--- src/rtl/video_timing_gen.sv ---
`timescale 1ns/1ps
// video_timing_gen
//
// Raster timing generator. Free-running h/v counters on pixel_clk are decoded
// into registered pixel_de/hs/vs/x/y and frame_start (1-cycle latency from
// counter value to outputs). The timing in use lives in an active register set
// that resets to the parameters. A new set is requested with cfg_req (level)
// and is validated and loaded only at the frame-end cycle. After that, cfg_ack
// or cfg_err pulses for one cycle.
//
// Optional feature macro: VTG_POLARITY_EN
//   When defined, it adds cfg_hs_pol/cfg_vs_pol (1 = active-high). Both load
//   with the rest of the set. When undefined, both syncs are fixed active-low.
//
// Ports:
//   pixel_clk, reset_n         clock, async active-low reset
//   cfg_{h,v}_{total,sync,start,end}  requested timing (12 bits each)
//   cfg_req                    request level; cfg_ack / cfg_err result pulses
//   pixel_de/hs/vs/x/y         registered raster outputs
//   image_width/height         active h_end-h_start / v_end-v_start
//   frame_start                pulse with the outputs for position (0,0)
//   dbg_cfg_state              config FSM state (IDLE=0 PEND=1 DONE=2 WAIT_LOW=3)
//
// cfg_req/cfg_ack handshake: the requester raises cfg_req and holds cfg_* stable
// until it sees cfg_ack or cfg_err, then drops cfg_req. The FSM accepts no new
// request until cfg_req has been seen low. Dropping cfg_req before the frame end
// cancels the request silently.
module video_timing_gen #(
  parameter int unsigned H_TOTAL = 800,
  parameter int unsigned H_SYNC  = 96,
  parameter int unsigned H_START = 144,
  parameter int unsigned H_END   = 784,
  parameter int unsigned V_TOTAL = 525,
  parameter int unsigned V_SYNC  = 2,
  parameter int unsigned V_START = 35,
  parameter int unsigned V_END   = 515
) (
  input  logic        pixel_clk,
  input  logic        reset_n,
  input  logic [11:0] cfg_h_total,
  input  logic [11:0] cfg_h_sync,
  input  logic [11:0] cfg_h_start,
  input  logic [11:0] cfg_h_end,
  input  logic [11:0] cfg_v_total,
  input  logic [11:0] cfg_v_sync,
  input  logic [11:0] cfg_v_start,
  input  logic [11:0] cfg_v_end,
  input  logic        cfg_req,
`ifdef VTG_POLARITY_EN
  input  logic        cfg_hs_pol,
  input  logic        cfg_vs_pol,
`endif
  output logic        cfg_ack,
  output logic        cfg_err,
  output logic        pixel_de,
  output logic        pixel_hs,
  output logic        pixel_vs,
  output logic [11:0] pixel_x,
  output logic [11:0] pixel_y,
  output logic [11:0] image_width,
  output logic [11:0] image_height,
  output logic        frame_start,
  output logic [1:0]  dbg_cfg_state
);

  localparam logic [11:0] H_TOTAL_C = 12'(H_TOTAL);
  localparam logic [11:0] H_SYNC_C  = 12'(H_SYNC);
  localparam logic [11:0] H_START_C = 12'(H_START);
  localparam logic [11:0] H_END_C   = 12'(H_END);
  localparam logic [11:0] V_TOTAL_C = 12'(V_TOTAL);
  localparam logic [11:0] V_SYNC_C  = 12'(V_SYNC);
  localparam logic [11:0] V_START_C = 12'(V_START);
  localparam logic [11:0] V_END_C   = 12'(V_END);

  typedef enum logic [1:0] {IDLE = 2'd0, PEND = 2'd1, DONE = 2'd2, WAIT_LOW = 2'd3} cfg_state_e;

  cfg_state_e  state_q, state_d;
  logic [11:0] h_cnt_q, h_cnt_d, v_cnt_q, v_cnt_d;
  logic [11:0] h_total_q, h_sync_q, h_start_q, h_end_q;
  logic [11:0] v_total_q, v_sync_q, v_start_q, v_end_q;
  logic        hs_pol_q, vs_pol_q;
  logic        de_q, hs_q, vs_q, fs_q, ack_q, err_q;
  logic [11:0] x_q, y_q, width_q, height_q;
  logic        de_d, hs_d, vs_d, ack_d, err_d;
  logic [11:0] x_d, y_d;
  logic        line_end, frame_end, cfg_valid, load;
  logic        h_ok, v_ok, hs_act, vs_act;

  assign line_end  = (h_cnt_q == h_total_q - 12'd1);
  assign frame_end = line_end && (v_cnt_q == v_total_q - 12'd1);

  assign h_ok = (cfg_h_total >= 12'd2) && (cfg_h_sync >= 12'd1) &&
                (cfg_h_sync < cfg_h_start) && (cfg_h_start < cfg_h_end) &&
                (cfg_h_end <= cfg_h_total);
  assign v_ok = (cfg_v_total >= 12'd2) && (cfg_v_sync >= 12'd1) &&
                (cfg_v_sync < cfg_v_start) && (cfg_v_start < cfg_v_end) &&
                (cfg_v_end <= cfg_v_total);
  assign cfg_valid = h_ok && v_ok;

  // Config FSM: the decision is taken at the frame-end edge, so the result
  // pulse is visible during DONE, which is the first cycle of the new frame.
  always_comb begin
    state_d = state_q;
    load    = 1'b0;
    ack_d   = 1'b0;
    err_d   = 1'b0;
    case (state_q)
      IDLE:     if (cfg_req) state_d = PEND;
      PEND: begin
        if (!cfg_req) begin
          state_d = IDLE;
        end else if (frame_end) begin
          state_d = DONE;
          load    = cfg_valid;
          ack_d   = cfg_valid;
          err_d   = !cfg_valid;
        end
      end
      DONE:     state_d = WAIT_LOW;
      WAIT_LOW: if (!cfg_req) state_d = IDLE;
      default:  state_d = IDLE;
    endcase
  end

  // Counters and decode of the current position against the active set.
  always_comb begin
    h_cnt_d = h_cnt_q + 12'd1;
    v_cnt_d = v_cnt_q;
    if (line_end) begin
      h_cnt_d = 12'd0;
      v_cnt_d = (v_cnt_q == v_total_q - 12'd1) ? 12'd0 : v_cnt_q + 12'd1;
    end
    hs_act = (h_cnt_q < h_sync_q);
    vs_act = (v_cnt_q < v_sync_q);
    de_d   = (h_cnt_q >= h_start_q) && (h_cnt_q < h_end_q) &&
             (v_cnt_q >= v_start_q) && (v_cnt_q < v_end_q);
    x_d    = de_d ? h_cnt_q - h_start_q : 12'd0;
    y_d    = de_d ? v_cnt_q - v_start_q : 12'd0;
`ifdef VTG_POLARITY_EN
    hs_d   = hs_pol_q ? hs_act : !hs_act;
    vs_d   = vs_pol_q ? vs_act : !vs_act;
`else
    hs_d   = !hs_act;
    vs_d   = !vs_act;
`endif
  end

  always_ff @(posedge pixel_clk or negedge reset_n) begin
    if (!reset_n) begin
      state_q   <= IDLE;
      h_cnt_q   <= 12'd0;
      v_cnt_q   <= 12'd0;
      h_total_q <= H_TOTAL_C;
      h_sync_q  <= H_SYNC_C;
      h_start_q <= H_START_C;
      h_end_q   <= H_END_C;
      v_total_q <= V_TOTAL_C;
      v_sync_q  <= V_SYNC_C;
      v_start_q <= V_START_C;
      v_end_q   <= V_END_C;
      hs_pol_q  <= 1'b0;
      vs_pol_q  <= 1'b0;
      de_q      <= 1'b0;
      hs_q      <= 1'b1;
      vs_q      <= 1'b1;
      fs_q      <= 1'b0;
      ack_q     <= 1'b0;
      err_q     <= 1'b0;
      x_q       <= 12'd0;
      y_q       <= 12'd0;
      width_q   <= H_END_C - H_START_C;
      height_q  <= V_END_C - V_START_C;
    end else begin
      state_q  <= state_d;
      h_cnt_q  <= h_cnt_d;
      v_cnt_q  <= v_cnt_d;
      de_q     <= de_d;
      hs_q     <= hs_d;
      vs_q     <= vs_d;
      fs_q     <= (h_cnt_q == 12'd0) && (v_cnt_q == 12'd0);
      ack_q    <= ack_d;
      err_q    <= err_d;
      x_q      <= x_d;
      y_q      <= y_d;
      width_q  <= h_end_q - h_start_q;
      height_q <= v_end_q - v_start_q;
      if (load) begin
        h_total_q <= cfg_h_total;
        h_sync_q  <= cfg_h_sync;
        h_start_q <= cfg_h_start;
        h_end_q   <= cfg_h_end;
        v_total_q <= cfg_v_total;
        v_sync_q  <= cfg_v_sync;
        v_start_q <= cfg_v_start;
        v_end_q   <= cfg_v_end;
`ifdef VTG_POLARITY_EN
        hs_pol_q  <= cfg_hs_pol;
        vs_pol_q  <= cfg_vs_pol;
`endif
      end
    end
  end

  assign cfg_ack       = ack_q;
  assign cfg_err       = err_q;
  assign pixel_de      = de_q;
  assign pixel_hs      = hs_q;
  assign pixel_vs      = vs_q;
  assign pixel_x       = x_q;
  assign pixel_y       = y_q;
  assign image_width   = width_q;
  assign image_height  = height_q;
  assign frame_start   = fs_q;
  assign dbg_cfg_state = state_q;

endmodule

--- config.mk ---
export PLATFORM = sky130hd
export DESIGN_NAME = video_timing_gen
export DESIGN_NICKNAME = d
export VERILOG_FILES = /design/src/rtl/video_timing_gen.sv
export SDC_FILE = /design/constraint.sdc
export NUM_CORES = 1
export LEC_CHECK = 0
export CAP_MARGIN = 20
export CORE_UTILIZATION = 61
export CTS_CLUSTER_SIZE = 30
export DETAILED_ROUTE_END_ITERATION = 8
export GPL_ROUTABILITY_DRIVEN = 0
export HOLD_SLACK_MARGIN = 0.06
export PLACE_DENSITY = 0.87
export SYNTH_ARGS = -nofsm -noshare
export SYNTH_HDL_FRONTEND = slang
export SYNTH_SLANG_ARGS = --single-unit
--- constraint.sdc ---
create_clock -name pixel_clk -period 5.2 [get_ports pixel_clk]
set_input_delay 0.78 -clock pixel_clk [delete_from_list [all_inputs] [get_ports pixel_clk]]
set_output_delay 0.78 -clock pixel_clk [all_outputs]
set_load 0.005 [all_outputs]
# Word-level counts from Yosys, hierarchy flattened
# Index checks and enable logic that the tools add are counted.
# W data, S select, Z words.
dict set report totals {
  ff_bits 176
  inputBits 99
  output_inout_bits 56
}
dict set report classes {
  add_sub_neg 8
  magnitude_cmp 16
  eq_ne 8
  muxes 15
  n_reduce_logical 21
}
# operator count
set op_table {}
lappend op_table {{$lt A12 B12 Y1} 8}
lappend op_table {{$mux W12} 4}
lappend op_table {{$sub A12 B12 Y12} 4}
lappend op_table {{$add A12 B1 Y12 const B} 2}
lappend op_table {{$eq A12 B12 Y1} 2}
lappend op_table {{$ge A12 B1 Y1 const B} 2}
lappend op_table {{$ge A12 B12 Y1} 2}
lappend op_table {{$ge A12 B2 Y1 const B} 2}
lappend op_table {{$le A12 B12 Y1} 2}
lappend op_table {{$logic_not A12 Y1} 2}
lappend op_table {{$sub A12 B1 Y12 const B} 2}
lappend op_table {{$logic_and A1 B1 Y1} 14}
lappend op_table {{$mux W2} 4}
lappend op_table {{$pmux W2 S4} 1}
lappend op_table {{$mux W1} 6}
lappend op_table {{$eq A2 B2 Y1 const B} 2}
lappend op_table {{$ne A2 B2 Y1 const B} 2}
lappend op_table {{$logic_not A1 Y1} 3}
lappend op_table {{$ne A3 B3 Y1 const B} 1}
lappend op_table {{$reduce_and A3 Y1} 1}
lappend op_table {{$eq A2 B1 Y1 const B} 1}
lappend op_table {{$logic_not A2 Y1} 1}

# Longest topological paths before layout
dict set report logic_depth {
  word_depth 10
  depth_mapped 14
  ltp_nobuf 12
}

# Least setup slack after synthesis
# No wires, ideal clock.
dict set report synth_path {
  kind {input port to flip-flop}
  from {input port cfg_h_start[11]}
  to {register h_end_q[0]}
  arrival_ps 2978
  setup_slack_ps 2091
  stages 12
  path_buffers 2
  path_cell_list {inv_1 > ha_1 > or4_1 > a31oi_1 > nand4_1 > nor3_1 > nand4_1 > nor4_1 > nand3_1 > buf_2 > buf_2 > mux2i_1}
}
dict set report synth_between {
  elab_chain_cells 8
  word_cells_on_any_way 9
  classes_between {order compare: 2; mux: 3; reduce/logical: 4}
}
# item line
set synth_lines {}
lappend synth_lines {{start: declaration} 42} ;# input logic [11:0] cfg_h_start,
lappend synth_lines {{$lt A12 B12 Y1} 93} ;# (cfg_h_sync < cfg_h_start) && (cfg_h_start < cfg_h_end) &&
lappend synth_lines {{$logic_and A1 B1 Y1} 92} ;# assign h_ok = (cfg_h_total >= 12'd2) && (cfg_h_sync >= 12'd1) &&
lappend synth_lines {{$logic_and A1 B1 Y1 * (2 in a row)} 93}
lappend synth_lines {{$logic_and A1 B1 Y1 *} 98} ;# assign cfg_valid = h_ok && v_ok;
lappend synth_lines {{$mux W1 *} 112} ;# end else if (frame_end) begin
lappend synth_lines {{$mux W1 *} 110} ;# if (!cfg_req) begin
lappend synth_lines {{$mux W1 *} 107} ;# case (state_q)
lappend synth_lines {{end signal: assignment} 191} ;# h_end_q <= cfg_h_end;
lappend synth_lines {{end: declaration} 79} ;# logic [11:0] h_total_q, h_sync_q, h_start_q, h_end_q;
# Mark *: on every way between the ends. The rest lies on a longest branch, timed or not.
# A chain may end at the register's enable or synchronous reset.

# Final worst setup path
dict set report layout_path {
  from {input port cfg_h_end[11]}
  to {register h_end_q[10]}
}
dict set report layout_between {
  elab_chain_cells 7
  word_cells_on_any_way 8
  classes_between {order compare: 2; mux: 3; reduce/logical: 3}
}
# item line
set layout_lines {}
lappend layout_lines {{start: declaration} 43} ;# input logic [11:0] cfg_h_end,
lappend layout_lines {{$lt A12 B12 Y1} 93}
lappend layout_lines {{$logic_and A1 B1 Y1} 93}
lappend layout_lines {{$logic_and A1 B1 Y1 *} 93}
lappend layout_lines {{$logic_and A1 B1 Y1 *} 98}
lappend layout_lines {{$mux W1 *} 112}
lappend layout_lines {{$mux W1 *} 110}
lappend layout_lines {{$mux W1 *} 107}
# Marks and branches as above.

==> qor.csv <==
stage,metric,value,unit
layout,layout_commonest_cell,inv_1,
clocking,cts_hold_buf,0,
yosys,synth.area.top_cells,"dfrtp_1 (31%), ha_1 (17%), dfstp_2 (6.4%), inv_1 (5.3%), mux2i_1 (4.5%)",
worst_setup_path,cp.required,5530,ps
layout,multi_input_area,0.00682,mm2
yosys,syn-num-nets,1468,
timing,worst_pin_slew,915,ps
hold_path,hold_class,input port to asynchronous set/reset pin,
drt,wl_per_cell,19.3,um
place,hpwl,23800,um
yosys,yosys.area.top_type,dfrtp_1,
timing,rsz0062_at_grt,no,
worst_setup_path,critPathBufInv,3,
yosys,synth_edf_count,0,
floorplan,start_util,0.632,
timing,fin_ws,697,ps
pwr,ir_drop,0.262,mV
global_route,overflow,0,
layout,final_cell_mix,"inv_1 (168), ha_1 (164), clkdlybuf4s50_1 (153), dfrtp_1 (147), nor2_1 (63)",
pwr,p_total,2.95,mW
global_route,grt_antenna_before_repair,0,
clocking,root_buffer,clkbuf_16,
yosys,synth_cells,1201,
flow_run,cap_violations,0,
global_route,grt_pass1_vias,10000,
yosys,syn_area,0.0120,mm2
timing,fin_crit_sh,0.866,
yosys,ys.flop_type,dfrtp_1,
floorplan,die-area,0.0202,mm2
global_route,grt_pass1_wl,50700,um
floorplan,rows,50,
global_route,met1_usage,0.418,
worst_setup_path,end_kind,flop,
pwr,p_leak,7.60,nW
status,status,"complete, no violations",
worst_setup_path,endpoint,h_end_q[10],
drt,via_per_inst,6.03,
timing,setup_violations,0,
worst_setup_path,slowest_stage,nand3_4,
layout,area_delta_synth_final,20.3,%
worst_setup_path,crit_family,simple AND/OR/NAND/NOR gates,
yosys,synth_area_per_cell,9.98,um2
yosys,yosysSeqAreaShare,0.370,
clocking,numCtsBuffers,17,
layout,final_area,0.0144,mm2
worst_setup_path,cp_max_fo,34,
worst_setup_path,reg2regPathDepth,14,
yosys,ys_types,69,
floorplan,die_w,142,um
place,portBuffers,154,
drt,vias,9847,
drt,drtIter0Drc,716,
clocking,cts_buffer_depth,2,
place,dp.cells,1599,
worst_setup_path,max_stage_delay,620,ps
global_route,track_usage,0.327,
timing,tns,0,ps
clocking,post_cts_buffers,0,
yosys,async_reset_ff_frac,1.00,
drt,dr.pass1.iters,6,
layout,regArea,0.00444,mm2
floorplan,die_y,142,um
layout,final.fill_count,1245,
global_route,grt_max_degree,98,
timing,hold_viol,0,
timing,finalMaxSlewViolations,0,
timing,fmax,222,MHz
timing,relSlewSlack,0.390,
worst_setup_path,r2r_slack,1460,ps
worst_setup_path,r2r_start,h_cnt_q[0],
layout,final_util,0.761,
layout,drive_gt1_frac,0.0933,
worst_setup_path,path_cells,clkdlybuf4s50_1 > inv_1 > ha_1 > or4_1 > a31oi_1 > nand4_1 > nor3_1 > nand4_1 > nor4_1 > nand3_4 > buf_4 > mux2i_1,
global_route,use_met3,0.0575,
pwr,powerDensity,205,mW/mm2
drt,drc,0,
clocking,cts_sinks,176,
global_route,use_met2,0.529,
layout,antenna_cells,0,
timing,min_period,4500,ps
worst_setup_path,critPathKind,input port to flop,
worst_setup_path,crit_top_cell,nand4_1,
clocking,path_clk_slew,70,ps
place,dpl_cell_area,0.0138,mm2
layout,fin_nets,1626,
layout,instances_no_fill,1632,
floorplan,io_pins,155,
floorplan,core_area,0.0190,mm2
worst_setup_path,startpoint_type,input port,
global_route,busiest_layer,met2,
worst_setup_path,cp-startpoint,cfg_h_end[11],
clocking,cts_tree,built,
yosys,synth_seq_cells,176,
drt,antenna_left,0,
worst_setup_path,r2r_end,pixel_x[10],
place,dp_slack,462,ps
worst_setup_path,critical_path_arrival,4840,ps
timing,hold_ws,425,ps
yosys,synth_top_area_frac,0.307,
worst_setup_path,crit_cells,12,
clocking,htree_levels,4,
yosys,ys_warn_count,0,
clocking,cts_resized,0,
clocking,insertion_delay,440,ps
timing,fin_skew,10.3,ps
drt,totalWireLength,31400,um
## how the worst min path moves through the flow
stage                  from           end  cells past startpoint
2_1_floorplan   v_sync_q[0]   v_sync_q[0]                      1
3_3_place_gp   h_sync_q[11]  h_sync_q[11]                      1
3_5_place_dp   v_sync_q[11]  v_sync_q[11]                      1
4_1_cts             reset_n  v_total_q[1]                      1
5_1_grt             reset_n  v_total_q[1]                      1
6_report            reset_n  v_total_q[1]                      1
## area by class of cell
cell class,count,area share
Clock buffer,21,0.0326
Clock inverter,11,0.00885
Inverter,168,0.0437
Multi-Input combinational cell,834,0.473
Sequential cell,176,0.308
Tap cell,260,0.0226
Timing Repair Buffer,162,0.111
## report_power, final
group | total, mW | leakage, nW | switching [mW] | internal, mW
logic | 0.271 | 5.18 | 0.147 | 0.124
registers | 1.37 | 2.13 | 0.000606 | 1.37
clock network | 1.31 | 0.292 | 0.559 | 0.750
## synthesized netlist by cell type, types with 7 or more instances
cell / instances
a211oi_1: 12
a21o_1: 33
a21oi_1: 55
a31oi_1: 7
and2_1: 8
and3_1: 8
buf_2: 13
clkbuf_1: 9
dfrtp_1: 147
dfstp_2: 29
ha_1: 164
inv_1: 168
mux2_2: 40
mux2i_1: 54
nand2_1: 36
nand2b_1: 12
nand3_1: 29
nand4_1: 25
nor2_1: 63
nor2b_1: 14
nor3_1: 27
nor4_1: 20
o211ai_1: 7
o21ai_0: 26
or4_1: 8
xnor2_1: 44
xor2_1: 37
## logic make-up (layout without fill, tap and decap cells)
logic type	count (synthesis)	after routing	share of synthesized area
multiplexers	100	100	0.0883
AO/OA/AOI/OAI	190	190	0.105
flip-flops	176	176	0.370
XOR/XNOR	81	81	0.0592
buffers and inverters	191	362	0.0618
AND/OR/NAND/NOR	295	295	0.137
adder cells (fa/ha/maj)	168	168	0.178
## routing by layer
| metal | part of all wire | wire length, um |
|---|---|---|
| met5 | 0 | 0 |
| met4 | 0.049 | 1530 |
| met3 | 0.069 | 2180 |
| met2 | 0.47 | 14700 |
| met1 | 0.41 | 13000 |
## sequential cells by signal, indices dropped and copies added (netlist names), 12 cells and up, named ones only
name	count
h_cnt_q	12
h_end_q	12
h_start_q	12
h_sync_q	12
h_total_q	12
image_height	12
image_width	12
pixel_x	12
pixel_y	12
v_cnt_q	12
v_end_q	12
v_start_q	12
v_sync_q	12
v_total_q	12
Note: power is estimated with default switching activity, not from simulation.
